<file path="config.mk">
export PLATFORM = sky130hd
export DESIGN_NAME = nand_page_reader
export DESIGN_NICKNAME = d
export VERILOG_FILES = /design/src/rtl/nand_pkg.sv /design/src/rtl/nand_rb_sync.sv /design/src/rtl/nand_page_reader.sv
export SDC_FILE = /design/constraint.sdc
export NUM_CORES = 1
export LEC_CHECK = 0
export ABC_AREA = 1
export BUFFER_PORTS_ARGS = -buffer_cell sky130_fd_sc_hd__buf_2
export CAP_MARGIN = 0
export CORE_MARGIN = 1
export CORE_UTILIZATION = 50
export CTS_CLUSTER_DIAMETER = 120
export DETAILED_ROUTE_END_ITERATION = 12
export PLACE_DENSITY = 0.76
export SLEW_MARGIN = 20
export SYNTH_ARGS = -nofsm -noshare
export SYNTH_HDL_FRONTEND = slang
export SYNTH_SLANG_ARGS = --single-unit
</file>
<file path="constraint.sdc">
create_clock -name clk -period 1.9 [get_ports clk]
set_input_delay 0 -clock clk [delete_from_list [all_inputs] [get_ports clk]]
set_output_delay 0 -clock clk [all_outputs]
set_load 0.03 [all_outputs]
</file>
<file path="src/rtl/nand_pkg.sv">
// -----------------------------------------------------------------------------
// nand_pkg
// Shared definitions for the NAND flash interface blocks.
//   - CPINS bit positions and the idle pin vector
//   - NAND command opcodes
//   - state encoding of the page reader
//   - small constant helper used for counter sizing
// -----------------------------------------------------------------------------
package nand_pkg;

    // CPINS bit positions: WE, CE and RE are active-low; CLE and ALE active-high
    localparam int unsigned PIN_WE  = 0;
    localparam int unsigned PIN_CE  = 1;
    localparam int unsigned PIN_CLE = 2;
    localparam int unsigned PIN_ALE = 3;
    localparam int unsigned PIN_RE  = 4;

    // {RE, ALE, CLE, CE, WE} with nothing asserted
    localparam logic [4:0] CPINS_IDLE = 5'b10011;

    localparam logic [7:0] CMD_READ_1 = 8'h00;
    localparam logic [7:0] CMD_READ_2 = 8'h30;
    localparam logic [7:0] CMD_PROG_1 = 8'h80;
    localparam logic [7:0] CMD_PROG_2 = 8'h10;

    localparam logic [2:0] RD_IDLE       = 3'd0;
    localparam logic [2:0] RD_WAIT_BUSY  = 3'd1;
    localparam logic [2:0] RD_WAIT_READY = 3'd2;
    localparam logic [2:0] RD_RE_LOW     = 3'd3;
    localparam logic [2:0] RD_RE_HIGH    = 3'd4;
    localparam logic [2:0] RD_DRAIN      = 3'd5;
    localparam logic [2:0] RD_DONE       = 3'd6;

    function automatic int unsigned max_u(input int unsigned a, input int unsigned b);
        return (a > b) ? a : b;
    endfunction

endpackage

</file>
<file path="src/rtl/nand_rb_sync.sv">
// -----------------------------------------------------------------------------
// nand_rb_sync
// Two-flop synchronizer for the NAND R/B# pin. Resets to 1 (ready) so the
// reader never sees a spurious busy right after reset.
// Ports:
//   clk      in   system clock
//   rst      in   synchronous active-high reset
//   rb_async in   raw R/B# from the pad (0 = busy)
//   rb_sync  out  synchronized R/B#
// -----------------------------------------------------------------------------
module nand_rb_sync (
    input  logic clk,
    input  logic rst,
    input  logic rb_async,
    output logic rb_sync
);

    logic rb_meta;

    always_ff @(posedge clk) begin
        if (rst) begin
            rb_meta <= 1'b1;
            rb_sync <= 1'b1;
        end else begin
            rb_meta <= rb_async;
            rb_sync <= rb_meta;
        end
    end

endmodule

</file>
<file path="src/rtl/nand_page_reader.sv">
// -----------------------------------------------------------------------------
// nand_page_reader
// Data-out sequencer for the NAND interface. After a page read command has
// been issued elsewhere, waits for R/B# to go busy then ready, toggles RE to
// clock byteCount bytes off the IO bus, and hands each byte downstream via a
// valid/ready handshake with backpressure.
//
// Optional feature: define NAND_READ_TIMEOUT_EN to bound the ready wait to
// BUSY_TIMEOUT clocks (sets timeout and finishes without any RE pulses).
// Without it the ready wait is unbounded and timeout is tied to 0.
//
// Ports:
//   clk        in   system clock
//   rst        in   synchronous active-high reset
//   start      in   one-cycle pulse starting a read-out (ignored while busy)
//   byteCount  in   bytes to read, sampled on start
//   readyBusy  in   NAND R/B#, asynchronous (0 = busy)
//   readline   in   NAND IO bus
//   CPINS      out  {RE, ALE, CLE, CE, WE}
//   dataOut    out  captured byte
//   dataValid  out  dataOut holds an unconsumed byte
//   dataReady  in   consumer accepts the byte
//   busy       out  read-out in progress
//   complete   out  last byte consumed; held until next start or rst
//   timeout    out  ready wait expired; held until next start or rst
//
// state          | meaning
// ---------------+------------------------------------------------------------
// RD_IDLE        | CE high, waiting for start
// RD_WAIT_BUSY   | waiting up to WB_WAIT clocks for R/B# to fall
// RD_WAIT_READY  | waiting for R/B# to rise (optionally bounded)
// RD_RE_LOW      | RE low; byte captured on the last cycle
// RD_RE_HIGH     | RE high; stalls here while the output register is blocked
// RD_DRAIN       | all bytes read, waiting for the consumer to take the rest
// RD_DONE        | one cycle, CE released, back to idle
// -----------------------------------------------------------------------------
module nand_page_reader
    import nand_pkg::*;
#(
    parameter int unsigned BYTE_W         = 12,
    parameter int unsigned RE_LOW_CYCLES  = 2,
    parameter int unsigned RE_HIGH_CYCLES = 2,
    parameter int unsigned WB_WAIT        = 8,
    parameter int unsigned BUSY_TIMEOUT   = 65535
) (
    input  logic              clk,
    input  logic              rst,
    input  logic              start,
    input  logic [BYTE_W-1:0] byteCount,
    input  logic              readyBusy,
    input  logic [7:0]        readline,
    output logic [4:0]        CPINS,
    output logic [7:0]        dataOut,
    output logic              dataValid,
    input  logic              dataReady,
    output logic              busy,
    output logic              complete,
    output logic              timeout
);

`ifdef NAND_READ_TIMEOUT_EN
    localparam int unsigned TO_EN = 1;
`else
    localparam int unsigned TO_EN = 0;
`endif

    // One phase counter serves WB_WAIT, RE low/high and, when enabled, the
    // ready timeout: these waits never overlap. With the timeout disabled,
    // BUSY_TIMEOUT does not widen the counter.
    localparam int unsigned PH_MAX = max_u(max_u(WB_WAIT, RE_LOW_CYCLES),
                                           max_u(RE_HIGH_CYCLES, TO_EN * BUSY_TIMEOUT));
    localparam int unsigned PH_W   = (PH_MAX < 2) ? 1 : $clog2(PH_MAX);

    logic [2:0]        state;
    logic [2:0]        next_state;
    logic [PH_W-1:0]   ph_cnt;
    logic [BYTE_W-1:0] rem_cnt;
    logic [7:0]        cap_data;
    logic              cap_full;
    logic              ce_n;
    logic              re_n;
    logic              rbS;
    logic              ph_zero;
    logic              out_free;
    logic              capture;
    logic              rem_zero;

    nand_rb_sync u_rb_sync (
        .clk      (clk),
        .rst      (rst),
        .rb_async (readyBusy),
        .rb_sync  (rbS)
    );

    assign ph_zero  = (ph_cnt == '0);
    assign rem_zero = (rem_cnt == '0);
    // Output register can take a byte this cycle: empty, or being consumed.
    assign out_free = !dataValid || dataReady;
    assign capture  = (state == RD_RE_LOW) && ph_zero;

`ifdef NAND_READ_TIMEOUT_EN
    logic to_hit;
    assign to_hit = (state == RD_WAIT_READY) && !rbS && ph_zero;
`endif

    always_comb begin
        next_state = state;
        case (state)
            RD_IDLE:       if (start) next_state = RD_WAIT_BUSY;
            RD_WAIT_BUSY:  if (!rbS || ph_zero) next_state = RD_WAIT_READY;
            RD_WAIT_READY: begin
                if (rbS)
                    next_state = rem_zero ? RD_DONE : RD_RE_LOW;
`ifdef NAND_READ_TIMEOUT_EN
                else if (ph_zero)
                    next_state = RD_DONE;
`endif
            end
            RD_RE_LOW:     if (ph_zero) next_state = RD_RE_HIGH;
            RD_RE_HIGH: begin
                if (ph_zero) begin
                    if (rem_zero)
                        next_state = RD_DRAIN;
                    else if (out_free)
                        next_state = RD_RE_LOW;
                end
            end
            // Capture register must be empty too, or a byte could still be
            // waiting to move into dataOut.
            RD_DRAIN:      if (!dataValid && !cap_full) next_state = RD_DONE;
            RD_DONE:       next_state = RD_IDLE;
            default:       next_state = RD_IDLE;
        endcase
    end

    always_ff @(posedge clk) begin
        if (rst) begin
            state     <= RD_IDLE;
            ph_cnt    <= '0;
            rem_cnt   <= '0;
            cap_data  <= '0;
            cap_full  <= 1'b0;
            ce_n      <= 1'b1;
            re_n      <= 1'b1;
            dataOut   <= '0;
            dataValid <= 1'b0;
            busy      <= 1'b0;
            complete  <= 1'b0;
            timeout   <= 1'b0;
        end else begin
            state <= next_state;
            re_n  <= (next_state != RD_RE_LOW);

            if (next_state != state) begin
                case (next_state)
                    RD_WAIT_BUSY:  ph_cnt <= PH_W'(WB_WAIT - 1);
`ifdef NAND_READ_TIMEOUT_EN
                    RD_WAIT_READY: ph_cnt <= PH_W'(BUSY_TIMEOUT - 1);
`endif
                    RD_RE_LOW:     ph_cnt <= PH_W'(RE_LOW_CYCLES - 1);
                    RD_RE_HIGH:    ph_cnt <= PH_W'(RE_HIGH_CYCLES - 1);
                    default:       ph_cnt <= '0;
                endcase
            end else if (!ph_zero) begin
                ph_cnt <= ph_cnt - 1'b1;
            end

            if (state == RD_IDLE && start) begin
                rem_cnt  <= byteCount;
                complete <= 1'b0;
                timeout  <= 1'b0;
                busy     <= 1'b1;
                ce_n     <= 1'b0;
            end

            if (next_state == RD_DONE && state != RD_DONE) begin
                busy     <= 1'b0;
                ce_n     <= 1'b1;
                complete <= 1'b1;
            end

`ifdef NAND_READ_TIMEOUT_EN
            if (to_hit) timeout <= 1'b1;
`endif

            if (dataValid && dataReady) dataValid <= 1'b0;

            if (cap_full && out_free) begin
                dataOut   <= cap_data;
                dataValid <= 1'b1;
                cap_full  <= 1'b0;
            end

            // RE_LOW is only entered once the capture register will be empty,
            // so this never collides with the transfer above.
            if (capture) begin
                cap_data <= readline;
                cap_full <= 1'b1;
                if (!rem_zero) rem_cnt <= rem_cnt - 1'b1;
            end
        end
    end

    assign CPINS[PIN_WE]  = 1'b1;
    assign CPINS[PIN_CE]  = ce_n;
    assign CPINS[PIN_CLE] = 1'b0;
    assign CPINS[PIN_ALE] = 1'b0;
    assign CPINS[PIN_RE]  = re_n;

endmodule

</file>
==> reports/results.txt <==
Initial DRC count: 192
Clock Latency Late Sink: 0.30 ns
Worst setup EP type: flip-flop
Via count: 2,127
Pin count of the biggest net entering global routing: 27
Status: finished, final reports clean
Core footprint: 4120 um2
CP Max Fanout: 8
Post-synthesis register bit count: 42
Worst Setup SP: state[1]$_SDFF_PP0_
Power Total: 3.67 mW
CP required: 2.14 ns
Worst path arrival time: 2.00 ns
WL/cell: 11.9 um
Global-route wire length before repair: 8.58 mm
Fin crit period: 1.76 ns
Synth warn: 0
Sequential share of the synthesized area: 37.9%
Cell count of the worst reg-to-reg path: 12
FMAX: 0.569 GHz
WS Path Type: flip-flop to flip-flop
DR top layer: met4
PortBufs: 37
DRC Markers: 0
Cell area after synthesis: 2220 um2
Most frequent cells in the layout: 61 x nor2_1, 46 x nand2_1, 42 x dfxtp_1
Num CTS Buffers: 5
Metal3 WL: 238 um
Final Hold Viols: 0
Wire length on met1: 2.38 mm
Least-Margin Pin Slew: 0.536 ns
Average cell area after synthesis: 7.04 um2
Setup TNS: 0 ns
Nets: 398
Period utilisation layout: 92.6%
Vias in the first global route: 2,001
Fillers: 349
Total GRT Usage: 24.7%
Pins Over Slew Limit: 0
Initial antenna violation count: 0
Pwr dens: 1340 nW/um2
Cell Rows: 23
RSZ-0062 raised after global routing: no
Static Leak: 1.33 nW
Setup WS pre-CTS: 0.0870 ns
Reg-to-reg startpoint: state[1]$_SDFF_PP0_
GRT overflow: 0
Slew HR: 64.1%
Final HPWL DP: 3.59 mm
Most common cell after layout, fill and taps aside: nor2_1
Flop-to-flop setup slack: 0.14 ns
Antenna Diode Count: 0
Clk_skew: 0.00421 ns
Syn Inst Count: 315
CTS Buffer Depth: 2
Final ANT Viol Nets: 0
Final worst slack: 0.141 ns
Met2 routed WL: 2.33 mm
H-tree levels: 2
Max VDD drop: 0.696 mV
Setup Viol. Count Final: 0
Drt pass-1 iters: 4
P&R area growth vs syn: 23.3%
GP Congestion: 0.933
Reg2reg end: ph_cnt[1]$_SDFFE_PP0P_
Clock-pin slew on the worst setup and hold paths: 0.08 ns
Die ar.: 4710 um2
Worst setup endpoint: ph_cnt[1]$_SDFFE_PP0P_
Startpoint types: flip-flop
Layout cells sized above 1: 26.7%
Die H: 68.6 um
Clk sink count: 42
Die width: 68.6 um
Root Driver: clkbuf_8
Vias per cell: 5.05
Hold WC Path Type: primary input to flip-flop
Netlist cell types: 35
Starting Density: 53.9%
Maxcap violations: 0
Ports: 42
Post-Route WL: 5.01 mm
CTS tree: yes
WHS: 0.0323 ns
[per-layer routing]
layer  vias to the layer above  GRT usage (%)
met4                         0           8.07
li1                       1106              -
met2                        47           40.7
met3                         6           6.41
met1                       968           31.1
met5                         -              0
[worst max-delay path, cell delays in order, from the launching register on]
cell and delay, ns:
dfxtp_1 0.51, inv_2 0.10, nand3_2 0.20, nand2_1 0.12, nor2_4 0.15, nand3_4 0.10
nand2_2 0.07, nand2_2 0.06, nor2_4 0.13, nand2_2 0.07, nor2_2 0.07, nor2_1 0.04
nor2_1 0.07
[state kept, by name, indices dropped and copies added (netlist names)]
| register | flops |
|---|---|
| ce_n | 1 |
| ph_cnt | 3 |
| cap_full | 1 |
| rem_cnt | 12 |
| u_rb_sync.rb_meta | 1 |
| dataOut | 8 |
| busy | 1 |
| dataValid | 1 |
| complete | 1 |
| state | 3 |
| re_n | 1 |
| cap_data | 8 |
| u_rb_sync.rb_sync | 1 |
[where the power goes]
part           internal [mW]  switching [mW]  leakage [nW]
sequential              1.04           0.138         0.343
clock                  0.292           0.311        0.0472
combinational          0.723            1.17         0.940
total                   2.05            1.61          1.33
[Yosys cell counts]
library cell / count / area share (%)
nand3b_1: 1 / 0.34
a311oi_1: 2 / 0.79
nor2_4: 3 / 1.5
o21ai_1: 1 / 0.23
nand2_2: 10 / 2.8
nand3_4: 1 / 0.79
o21a_1: 1 / 0.34
o21ai_0: 30 / 6.8
nand2_4: 2 / 1.0
a21oi_1: 11 / 2.5
nand2_1: 48 / 8.1
nand3_1: 10 / 2.3
a211oi_1: 4 / 1.4
xnor2_1: 1 / 0.39
clkinv_1: 2 / 0.34
or2_2: 3 / 0.85
buf_4: 7 / 2.4
dfxtp_1: 42 / 38
conb_1: 2 / 0.34
nor2_2: 7 / 2.0
nor2_1: 62 / 10
nand4_1: 1 / 0.28
buf_2: 1 / 0.23
a31oi_1: 8 / 2.3
xor2_1: 4 / 1.6
nor3_1: 3 / 0.68
clkbuf_1: 5 / 0.85
nor4_1: 1 / 0.28
a221oi_1: 2 / 0.79
ha_1: 3 / 1.7
buf_6: 1 / 0.51
nor2_8: 1 / 0.90
inv_1: 26 / 4.4
nand3_2: 2 / 0.90
inv_2: 7 / 1.2
[worst min-delay path by stage]
stage | start | end | slack, ns | depth (start not counted)
global route | byteCount[1] | rem_cnt[1]$_SDFF_PP0_ | 0.05 | 3
detailed placement | readyBusy | u_rb_sync.rb_meta$_SDFF_PP1_ | 0.19 | 2
CTS | byteCount[1] | rem_cnt[1]$_SDFF_PP0_ | 0.03 | 3
global placement | readyBusy | u_rb_sync.rb_meta$_SDFF_PP1_ | 0.19 | 2
finish | byteCount[1] | rem_cnt[1]$_SDFF_PP0_ | 0.03 | 3
floorplan | rst | rem_cnt[7]$_SDFF_PP0_ | 0.08 | 1
[area by class of cell]
type	count	area, um2	area share, %
multi-input cells	226	1210	44.2
flip-flops and latches	42	841	30.7
repair buffers	60	393	14.4
inverters	35	135	4.94
clock buffers	6	82.6	3.02
well taps	50	62.6	2.29
clock inverters	2	12.5	0.457
[repair_timing]
action	in CTS	in global routing
hold endpoints to repair	14	0
hold buffers	14	0
buffers inserted	0	2
resized for setup	0	13
endpoints found under the setup margin	0	11
[through the flow]
step	cells	utilization, %	instance area [um2]
after global routing	421	66.5	2740
after floorplan	317	-	2230
after global placement	397	59.3	2440
final	421	66.5	2740
after detailed placement	397	59.3	2440
after CTS	419	65.0	2670
[kinds of logic (layout without fill, tap and decap cells)]
| kind of cell | count (synthesis) | after routing | share of synthesized area, % |
|---|---|---|---|
| simple gates | 155 | 155 | 33.2 |
| compound gates | 59 | 59 | 15.0 |
| buf+inv | 49 | 103 | 9.87 |
| flops | 42 | 42 | 37.9 |
| xor+xnor | 5 | 5 | 1.97 |
| fa+ha+maj | 3 | 3 | 1.69 |
| other cells | 2 | 4 | 0.339 |
(Power assumes the default switching activity.)
